$ cat src/rtl/buzzer_pkg.sv
// Shared types for the buzzer sequencer: FSM state encoding and the latched
// beep-pattern descriptor (sized by the default field widths).
package buzzer_pkg;

    localparam int unsigned SPEED_W_DEF = 20;
    localparam int unsigned DUR_W_DEF   = 12;
    localparam int unsigned REP_W_DEF   = 4;

    typedef enum logic [1:0] {
        IDLE,
        LOAD,
        ON,
        OFF
    } state_t;

    typedef struct packed {
        logic [SPEED_W_DEF-1:0] speed;
        logic [DUR_W_DEF-1:0]   on;
        logic [DUR_W_DEF-1:0]   off;
        logic [REP_W_DEF-1:0]   reps;
    } desc_t;

endpackage

$ cat src/rtl/buzzer_arbiter.sv
// Winner selection among requesters. Fixed priority (lowest index) by default;
// round-robin with a wrap-around pointer when BUZZ_RR_ARB_EN is defined.
module buzzer_arbiter #(
    parameter int unsigned NUM_REQ = 4,
    parameter int unsigned IW      = 2
) (
`ifdef BUZZ_RR_ARB_EN
    input  logic               clk,
    input  logic               reset,
    input  logic               accept,
`endif
    input  logic [NUM_REQ-1:0] req,
    output logic               any,
    output logic [IW-1:0]      win
);

`ifdef BUZZ_RR_ARB_EN
    logic [IW-1:0] ptr;
    int unsigned   idx;

    // Search starts at the slot after the last grant and wraps.
    always_comb begin
        any = 1'b0;
        win = '0;
        idx = 0;
        for (int unsigned i = 0; i < NUM_REQ; i++) begin
            idx = (32'(ptr) + i) % NUM_REQ;
            if (!any && req[IW'(idx)]) begin
                any = 1'b1;
                win = IW'(idx);
            end
        end
    end

    always_ff @(posedge clk or posedge reset) begin
        if (reset) begin
            ptr <= '0;
        end else if (accept) begin
            ptr <= (win == IW'(NUM_REQ - 1)) ? '0 : win + IW'(1);
        end
    end
`else
    always_comb begin
        any = 1'b0;
        win = '0;
        for (int unsigned i = 0; i < NUM_REQ; i++) begin
            if (!any && req[IW'(i)]) begin
                any = 1'b1;
                win = IW'(i);
            end
        end
    end
`endif

endmodule

$ cat src/rtl/buzzer_sequencer.sv
// Arbitrates beep-pattern requests and sequences ON/OFF phases in ms ticks for a
// shared clockDivider. Build option: BUZZ_RR_ARB_EN selects round-robin arbitration.
module buzzer_sequencer
    import buzzer_pkg::*;
#(
    parameter int unsigned NUM_REQ  = 4,
    parameter int unsigned SPEED_W  = 20,
    parameter int unsigned DUR_W    = 12,
    parameter int unsigned REP_W    = 4,
    parameter int unsigned TICK_DIV = 50000
) (
    input  logic                       clk,
    input  logic                       reset,
    input  logic [NUM_REQ-1:0]         req,
    input  logic [NUM_REQ*SPEED_W-1:0] req_speed,
    input  logic [NUM_REQ*DUR_W-1:0]   req_on,
    input  logic [NUM_REQ*DUR_W-1:0]   req_off,
    input  logic [NUM_REQ*REP_W-1:0]   req_reps,
    input  logic                       abort,
    output logic [NUM_REQ-1:0]         grant,
    output logic                       busy,
    output logic                       done,
    output logic [SPEED_W-1:0]         speed,
    output logic                       div_reset,
    output logic                       buzz_en
);

    localparam int unsigned IW = (NUM_REQ > 1) ? $clog2(NUM_REQ) : 1;
    localparam int unsigned PW = (TICK_DIV > 1) ? $clog2(TICK_DIV) : 1;

    state_t            state;
    desc_t             desc;
    logic [REP_W-1:0]  rep;
    logic [DUR_W-1:0]  dur;
    logic [PW-1:0]     presc;

    logic              any;
    logic [IW-1:0]     win;
    logic [SPEED_W-1:0] d_speed;
    logic [DUR_W-1:0]  d_on, d_off, phase_len;
    logic [REP_W-1:0]  d_reps;
    logic              tick_end, phase_end, rep_last;

    buzzer_arbiter #(
        .NUM_REQ (NUM_REQ),
        .IW      (IW)
    ) u_arb (
`ifdef BUZZ_RR_ARB_EN
        .clk    (clk),
        .reset  (reset),
        .accept (state == IDLE && any),
`endif
        .req    (req),
        .any    (any),
        .win    (win)
    );

    assign d_speed   = SPEED_W'(desc.speed);
    assign d_on      = DUR_W'(desc.on);
    assign d_off     = DUR_W'(desc.off);
    assign d_reps    = REP_W'(desc.reps);
    assign phase_len = (state == ON) ? d_on : d_off;
    assign tick_end  = (presc == PW'(TICK_DIV - 1));
    assign phase_end = tick_end && (dur == phase_len - DUR_W'(1));
    assign rep_last  = (rep == REP_W'(1));

    // LOAD spans two cycles: the grant cycle (grant != 0) and the load cycle,
    // which keeps buzz_en three cycles behind the first sampled request.
    always_ff @(posedge clk or posedge reset) begin
        if (reset) begin
            state     <= IDLE;
            grant     <= '0;
            busy      <= 1'b0;
            done      <= 1'b0;
            speed     <= '0;
            div_reset <= 1'b1;
            buzz_en   <= 1'b0;
            desc      <= '0;
            rep       <= '0;
            dur       <= '0;
            presc     <= '0;
        end else begin
            grant <= '0;
            done  <= 1'b0;
            if (state != IDLE && abort) begin
                state     <= IDLE;
                busy      <= 1'b0;
                buzz_en   <= 1'b0;
                div_reset <= 1'b1;
            end else begin
                case (state)
                    IDLE: begin
                        if (any) begin
                            grant      <= NUM_REQ'(1) << win;
                            desc.speed <= SPEED_W_DEF'(req_speed[win*SPEED_W +: SPEED_W]);
                            desc.on    <= DUR_W_DEF'(req_on[win*DUR_W +: DUR_W]);
                            desc.off   <= DUR_W_DEF'(req_off[win*DUR_W +: DUR_W]);
                            desc.reps  <= REP_W_DEF'(req_reps[win*REP_W +: REP_W]);
                            busy       <= 1'b1;
                            state      <= LOAD;
                        end
                    end
                    LOAD: begin
                        if (grant != '0) begin
                            speed     <= d_speed;
                            rep       <= d_reps;
                            div_reset <= 1'b1;
                        end else begin
                            presc <= '0;
                            dur   <= '0;
                            if (rep == '0 || (d_on == '0 && (rep_last || d_off == '0))) begin
                                state <= IDLE;
                                busy  <= 1'b0;
                                done  <= 1'b1;
                            end else if (d_on == '0) begin
                                // Zero-length ON completes the first repetition at once.
                                rep   <= rep - REP_W'(1);
                                state <= OFF;
                            end else begin
                                state     <= ON;
                                buzz_en   <= 1'b1;
                                div_reset <= 1'b0;
                            end
                        end
                    end
                    ON, OFF: begin
                        if (phase_end) begin
                            presc <= '0;
                            dur   <= '0;
                            if (state == OFF && d_on != '0) begin
                                state     <= ON;
                                buzz_en   <= 1'b1;
                                div_reset <= 1'b0;
                            end else if (rep_last) begin
                                state     <= IDLE;
                                busy      <= 1'b0;
                                done      <= 1'b1;
                                buzz_en   <= 1'b0;
                                div_reset <= 1'b1;
                            end else begin
                                rep <= rep - REP_W'(1);
                                if (d_off != '0) begin
                                    state     <= OFF;
                                    buzz_en   <= 1'b0;
                                    div_reset <= 1'b1;
                                end
                            end
                        end else if (tick_end) begin
                            presc <= '0;
                            dur   <= dur + DUR_W'(1);
                        end else begin
                            presc <= presc + PW'(1);
                        end
                    end
                    default: state <= IDLE;
                endcase
            end
        end
    end

endmodule
$ cat config.mk
export PLATFORM = sky130hd
export DESIGN_NAME = buzzer_sequencer
export DESIGN_NICKNAME = d
export VERILOG_FILES = /design/src/rtl/buzzer_pkg.sv /design/src/rtl/buzzer_arbiter.sv /design/src/rtl/buzzer_sequencer.sv
export SDC_FILE = /design/constraint.sdc
export NUM_CORES = 1
export LEC_CHECK = 0
export BUFFER_PORTS_ARGS = -buffer_cell sky130_fd_sc_hd__buf_2
export CAP_MARGIN = 25
export CORE_UTILIZATION = 25
export DETAILED_ROUTE_END_ITERATION = 12
export HOLD_SLACK_MARGIN = 0.08
export PLACE_DENSITY = 0.42
export RECOVER_POWER = 25
export REMOVE_ABC_BUFFERS = 1
export SLEW_MARGIN = 15
export SYNTH_ARGS = -nofsm -noshare
export SYNTH_HDL_FRONTEND = slang
export SYNTH_SLANG_ARGS = --single-unit
$ cat constraint.sdc
create_clock -name clk -period 4.16 [get_ports clk]
set_input_delay 0.208 -clock clk [delete_from_list [all_inputs] [get_ports clk]]
set_output_delay 0.208 -clock clk [all_outputs]
set_load 0.05 [all_outputs]
==> flow_metrics.env, run 1 <==
export IMPL_outcome="complete, but fails checks"
export IMPL_failed_checks="max-capacitance violations, max-slew violations"
export IMPL_critical_path_class="reg -> reg"
export IMPL_start_kind="flop"
export IMPL_totalWireLength_mm=20.7
export IMPL_worst_setup_path_end_kind="flop"
export IMPL_final_core_util_pct=32.8
export IMPL_vdd_drop_max_mv=0.270
export IMPL_min_period_ns=3.52
export IMPL_grt_pass1_wl_mm=33.0
export IMPL_arrival_ns=3.79
export IMPL_dp_hpwl_mm=15.4
export IMPL_drt_pass1_iter_count=8
export IMPL_timing_fmax_mhz=284
export IMPL_synth_seq_cells=110
export IMPL_die_area_um2=26300
export IMPL_htree_levels=3
export IMPL_viasPerCell=4.98
export IMPL_hold_violations=0
export IMPL_pre_cts_slack_ns=0.645
export IMPL_synth_edf_count=0
export IMPL_place_gp_congestion=0.779
export IMPL_cts_buffer_depth=2
export IMPL_clk_latency_ns=0.37
export IMPL_placedInstanceArea_um2=7950
export IMPL_async_flop_share_pct=100
export IMPL_nFillCells=2686
export IMPL_ios=227
export IMPL_gr_total_overflow=0
export IMPL_core_um2=25200
export IMPL_netlist_area_um2=6420
export IMPL_postCtsSetupBuffers=0
export IMPL_synth_cells=664
export IMPL_antenna_found_initial=1
export IMPL_synth_area_per_cell_um2=9.66
export IMPL_grt_max_degree=98
export IMPL_drtAntennaViolNets=0
export IMPL_cp_required_ns=4.43
export IMPL_grt_pass1_vias=6064
export IMPL_area_growth_synth_to_final_pct=28.7
export IMPL_die_h_um=162
export IMPL_yosysTopAreaCellShare_pct=42.5
export IMPL_holdWs_ns=0.0892
export IMPL_yosys_most_used_dff="dfrtp_1"
export IMPL_die_x_um=162
export IMPL_p_per_area_nw_per_um2=616
export IMPL_skew_ns=0.0191
export IMPL_num_vias=6022
export IMPL_synth_area_leader_cell="dfrtp_1"
export IMPL_postLayoutCellArea_um2=8260
export IMPL_cts_tree="built"
export IMPL_timing_worst_slew_pin_value_ns=2.50
export IMPL_placed_cells=1190
export IMPL_setup_viol=0
export IMPL_numCtsBuffers=9
export IMPL_n_antenna_cell=0
export IMPL_io_buffers=226
export IMPL_start_util_pct=25.5
export IMPL_synth_distinct_cells=55
export IMPL_cap_viol_max_count=1
export IMPL_final_nets=1079
export IMPL_num_rows=58
export IMPL_finalNonFillerCells=1209
export IMPL_seq_area_frac_synth_pct=42.9
export IMPL_fin_ws_ns=0.639
export IMPL_rsz0062_at_grt="false"
export IMPL_ff2ff_setup_slack_ns=0.64
export IMPL_root_buffer="clkbuf_16"
export IMPL_cp_max_fo=13
export IMPL_p_leak_nw=3.69
export IMPL_max_slew_margin_rel_pct=-67.6
export IMPL_drc=0
export IMPL_drtIter0Drc=430
export IMPL_cts_sinks=110
export IMPL_ys_warnings_count=0
export IMPL_synth_area_leaders="dfrtp_1 (43%), mux2_2 (10%), a222oi_1 (7.5%), nor2_1 (4.9%), a21oi_1 (4.1%)"
export IMPL_drv_slew=55
export IMPL_avgRoutedWirePerCell_um=17.1
export IMPL_drive_gt1_share_pct=37.1
export IMPL_finalCritPeriodShare_pct=84.6
export IMPL_min_path_type="in -> reg"
export IMPL_track_usage_pct=16.0
export IMPL_clkTransAtPathRegs_ns=0.08
export IMPL_synth_most_common_cell="dfrtp_1"
export IMPL_synth_commonest_cells="dfrtp_1 (109), nor2_1 (84), mux2_2 (58)"
-- metal layers --
layer,wire (µm),vias to the layer above,global-route usage (%),part of all wire (%)
met3,952,16,2.99,4.6
met4,176,2,3.09,0.85
met2,10200,173,27.4,49
met5,10,-,0,0.048
li1,-,2923,-,-
met1,9370,2908,21.1,45
-- final timing paths --
path	startpoint	endpoint	depth (start not counted)
min in group asynchronous	reset	speed[6]	3
worst max register to register	state[0]	div_reset	12
worst max-delay path	state[0]	div_reset	12
max in group asynchronous	reset	div_reset	4
worst min-delay path	req_reps[0]	d_reps[0]	3
worst min register to register	presc[3]	presc[3]	1
-- cell families after synthesis --
group | share of synthesized area [%]
AOI/OAI and AO/OA | 19.0
xor gates and xnor gates | 4.50
adders and majority gates | 1.17
buffers and inverters | 3.32
DFF | 42.9
muxes | 12.8
and+or+nand+nor | 16.4
-- flip-flops by register name, indices dropped and copies added, names as in the netlist --
name / count
busy: 1
buzz_en: 1
d_off: 12
d_on: 12
d_reps: 4
d_speed: 20
div_reset: 1
done: 1
dur: 12
grant: 4
presc: 16
rep: 4
speed: 20
state: 2
-- timing repair --
| item | 4_1_cts | 5_1_grt |
|---|---|---|
| resized for setup | 0 | 0 |
| hold endpoints to repair | 56 | 0 |
| hold buffers | 3 | 0 |
| endpoints found under the setup margin | 0 | 0 |
-- where the power goes --
| group | switching (W) | internal [W] |
|---|---|---|
| combinational | 0.00151 | 0.000864 |
| sequential | 0.000352 | 0.00149 |
| clock | 0.000454 | 0.000424 |
-- cells in the final DEF, fill, tap and decap left out, types with 3 or more instances in the layout --
cell type / Yosys / routed
a31o_2: 3 / 3
or4_1: 3 / 3
nor4_1: 9 / 9
and3_1: 9 / 9
ha_1: 6 / 6
or2_2: 3 / 3
nor2_4: 1 / 3
nor3_1: 14 / 13
nor2_1: 84 / 81
a31oi_1: 15 / 15
clkbuf_1: 38 / 9
or3_1: 7 / 7
o31ai_1: 5 / 5
a222oi_1: 48 / 48
mux2i_1: 15 / 15
a21oi_1: 53 / 53
dlygate4sd3_1: 0 / 3
nor2b_1: 4 / 3
dfrtp_1: 109 / 109
o21ai_0: 29 / 29
xor2_1: 18 / 18
mux2_2: 58 / 58
clkbuf_16: 0 / 9
nand3_1: 19 / 19
buf_4: 0 / 12
a211oi_1: 3 / 3
buf_2: 2 / 218
nand2b_1: 6 / 6
nand2_1: 45 / 45
xnor2_1: 15 / 15
inv_1: 7 / 6
and2_1: 6 / 6
-- per-stage QoR --
stage               total power [W]  setup TNS (ns)
global placement            0.00427               0
finish                      0.00509               0
global route                0.00547               0
CTS                         0.00517               0
floorplan                   0.00355          -0.396
detailed placement          0.00427               0
-- layout make-up --
| cell class | instances | area, µm² | share of cell area, % |
|---|---|---|---|
| inverters | 8 | 31.3 | 0.379 |
| repair buffers | 243 | 1280 | 15.5 |
| multi-input cells | 502 | 3480 | 42.2 |
| clock buffers | 10 | 229 | 2.77 |
| clock inverters | 6 | 62.6 | 0.758 |
| flip-flops and latches | 110 | 2750 | 33.4 |
| well taps | 330 | 413 | 5.00 |
-- worst max-delay path, stage by stage, from the launching register on --
cell and delay [ns]:
dfrtp_1 0.53, nor2b_1 0.25, mux2_2 0.43, inv_1 0.08
ha_1 0.21, xor2_1 0.19, xnor2_1 0.08, or4_1 0.52
nor4_4 0.23, nand4_4 0.23, nor2_4 0.18, mux2_2 0.33
o21ai_0 0.17
No activity file was read; power rests on OpenSTA's default activity.
==> run 2, diff against run 1 <==
==> constraint.sdc (replaced) <==
create_clock -name clk -period 3.25 [get_ports clk]
set_input_delay 0.1625 -clock clk [delete_from_list [all_inputs] [get_ports clk]]
set_output_delay 0.1625 -clock clk [all_outputs]
set_load 0.05 [all_outputs]
==> flow_metrics.env, run 2 (synthesis gave the netlist of run 1 again) <==
export IMPL_outcome="complete, but fails checks"
export IMPL_failed_checks="max-capacitance violations, max-slew violations"
export IMPL_num_rows=58
export IMPL_worst_setup_path_end_kind="flop"
export IMPL_timing_worst_slew_pin_value_ns=2.18
export IMPL_holdWs_ns=0.0987
export IMPL_vdd_drop_max_mv=0.358
export IMPL_arrival_ns=3.38
export IMPL_dp_hpwl_mm=15.2
export IMPL_mostFrequentLayoutCells="buf_2 (219), dfrtp_1 (109), nor2_1 (81), mux2_2 (56), a21oi_1 (53)"
export IMPL_htree_levels=3
export IMPL_critical_path_class="reg -> reg"
export IMPL_min_path_type="in -> reg"
export IMPL_die_x_um=162
export IMPL_worstPathCellList="ha_2 -> nand3_1 -> or4_4 -> or4_4 -> nor4_4 -> nand4_4 -> nor2_4 -> o31ai_2 -> mux2_4"
export IMPL_slowest_stage="or4_4"
export IMPL_cts_tree="built"
export IMPL_final_common_cell="buf_2"
export IMPL_cp_required_ns=3.49
export IMPL_cts_buffer_depth=2
export IMPL_max_slew_margin_rel_pct=-45.1
export IMPL_drc=0
export IMPL_cap_viol_max_count=1
export IMPL_final_nets=1102
export IMPL_drive_gt1_share_pct=38.8
export IMPL_rsz0062_at_grt="true"
export IMPL_numCtsBuffers=9
export IMPL_p_leak_nw=3.84
export IMPL_die_area_um2=26300
export IMPL_n_antenna_cell=0
export IMPL_root_buffer="clkbuf_16"
export IMPL_viasPerCell=4.93
export IMPL_setup_viol=0
export IMPL_skew_ns=0.0153
export IMPL_tns_ns=0
export IMPL_finalCritPeriodShare_pct=96.6
export IMPL_cp_max_fo=7
export IMPL_track_usage_pct=16.2
export IMPL_avgRoutedWirePerCell_um=16.8
export IMPL_clkTransAtPathRegs_ns=0.09
export IMPL_antenna_found_initial=0
export IMPL_timing_fmax_mhz=319
export IMPL_totalWireLength_mm=20.7
export IMPL_hold_violations=0
export IMPL_gr_total_overflow=0
export IMPL_io_buffers=226
export IMPL_nFillCells=2648
export IMPL_area_growth_synth_to_final_pct=33.6
export IMPL_place_gp_congestion=0.803
export IMPL_core_um2=25200
export IMPL_grt_pass1_vias=6184
export IMPL_start_kind="flop"
export IMPL_clk_latency_ns=0.37
export IMPL_crit_top_cell="or4_4"
export IMPL_grt_max_degree=77
export IMPL_num_vias=6070
export IMPL_final_core_util_pct=34.0
export IMPL_ios=227
export IMPL_drtAntennaViolNets=0
export IMPL_grt_pass1_wl_mm=33.4
export IMPL_drtIter0Drc=475
export IMPL_hold_depth=3
export IMPL_min_period_ns=3.14
export IMPL_cts_sinks=110
export IMPL_power_total_w=0.00671
export IMPL_start_util_pct=25.5
export IMPL_drt_pass1_iter_count=7
export IMPL_p_per_area_nw_per_um2=783
export IMPL_drv_slew=55
export IMPL_slowest_delay_ns=0.57
export IMPL_ff2ff_path_depth=9
export IMPL_die_h_um=162
[run 2: changes by cell type in the layout (fill, tap and decap cells not counted), sizes merged]
cell         previous run  this run
inv                     9        13
buf                   232       243
dlygate4sd3             3        16
clkbuf                 18        16
clkinv                  4         1
clkinvlp                1         0
[run 2: area by class of cell]
type,count,area (µm²),share of cell area [%]
flip-flops and latches,110,2750,32.1
repair buffers,266,1500,17.5
multi-input cells,502,3590,41.8
clock inverters,6,60.1,0.701
inverters,8,30.0,0.350
well taps,330,413,4.82
clock buffers,9,225,2.63
[run 2: worst max-delay path: cells and delay by family (launching register included)]
kind	cells	cell delay (ns)
simple gates	6	1.97
compound gates	1	0.09
flops	1	0.41
fa+ha+maj	1	0.24
mux	1	0.30
[run 2: routing by layer]
metal / routed length [µm] / track usage (%) / up-vias
li1: - / - / 2963
met1: 9330 / 21.7 / 2905
met2: 10100 / 26.7 / 186
met3: 984 / 3.19 / 16
met4: 282 / 3.90 / 0
met5: 0 / 0 / -
[run 2: final timing paths]
path                         startpoint    endpoint  slack, ns
max reg2reg                    presc[1]     buzz_en       0.11
min                        req_speed[9]  d_speed[9]        0.1
max in group asynchronous         reset    speed[7]       0.90
min in group asynchronous         reset    speed[6]       1.06
min reg2reg                    presc[3]    presc[3]       0.50
max                            presc[1]     buzz_en       0.11
[run 2: report_power, final]
group          internal (W)  switching [W]
clock              0.000542       0.000573
combinational       0.00124        0.00201
sequential          0.00190       0.000443
total               0.00369        0.00303
[run 2: per-stage QoR]
| stage | area, µm² | cells | worst slack, ns |
|---|---|---|---|
| after floorplan | 6230 | 620 | -1.03 |
| after detailed placement | 8000 | 1196 | -0.0160 |
| after CTS | 8460 | 1228 | 0.0345 |
| after global placement | 8000 | 1196 | 0.113 |
| final | 8570 | 1231 | 0.112 |
| after global routing | 8570 | 1231 | -0.0412 |
[run 2: what timing repair did]
action                                 in CTS  in global routing
endpoints found under the hold margin      69                  0
pin swaps                                   0                  9
setup endpoints to repair                   1                 15
gates resized for setup                     1                 22
setup buffers                               1                  3
hold buffers                               16                  0
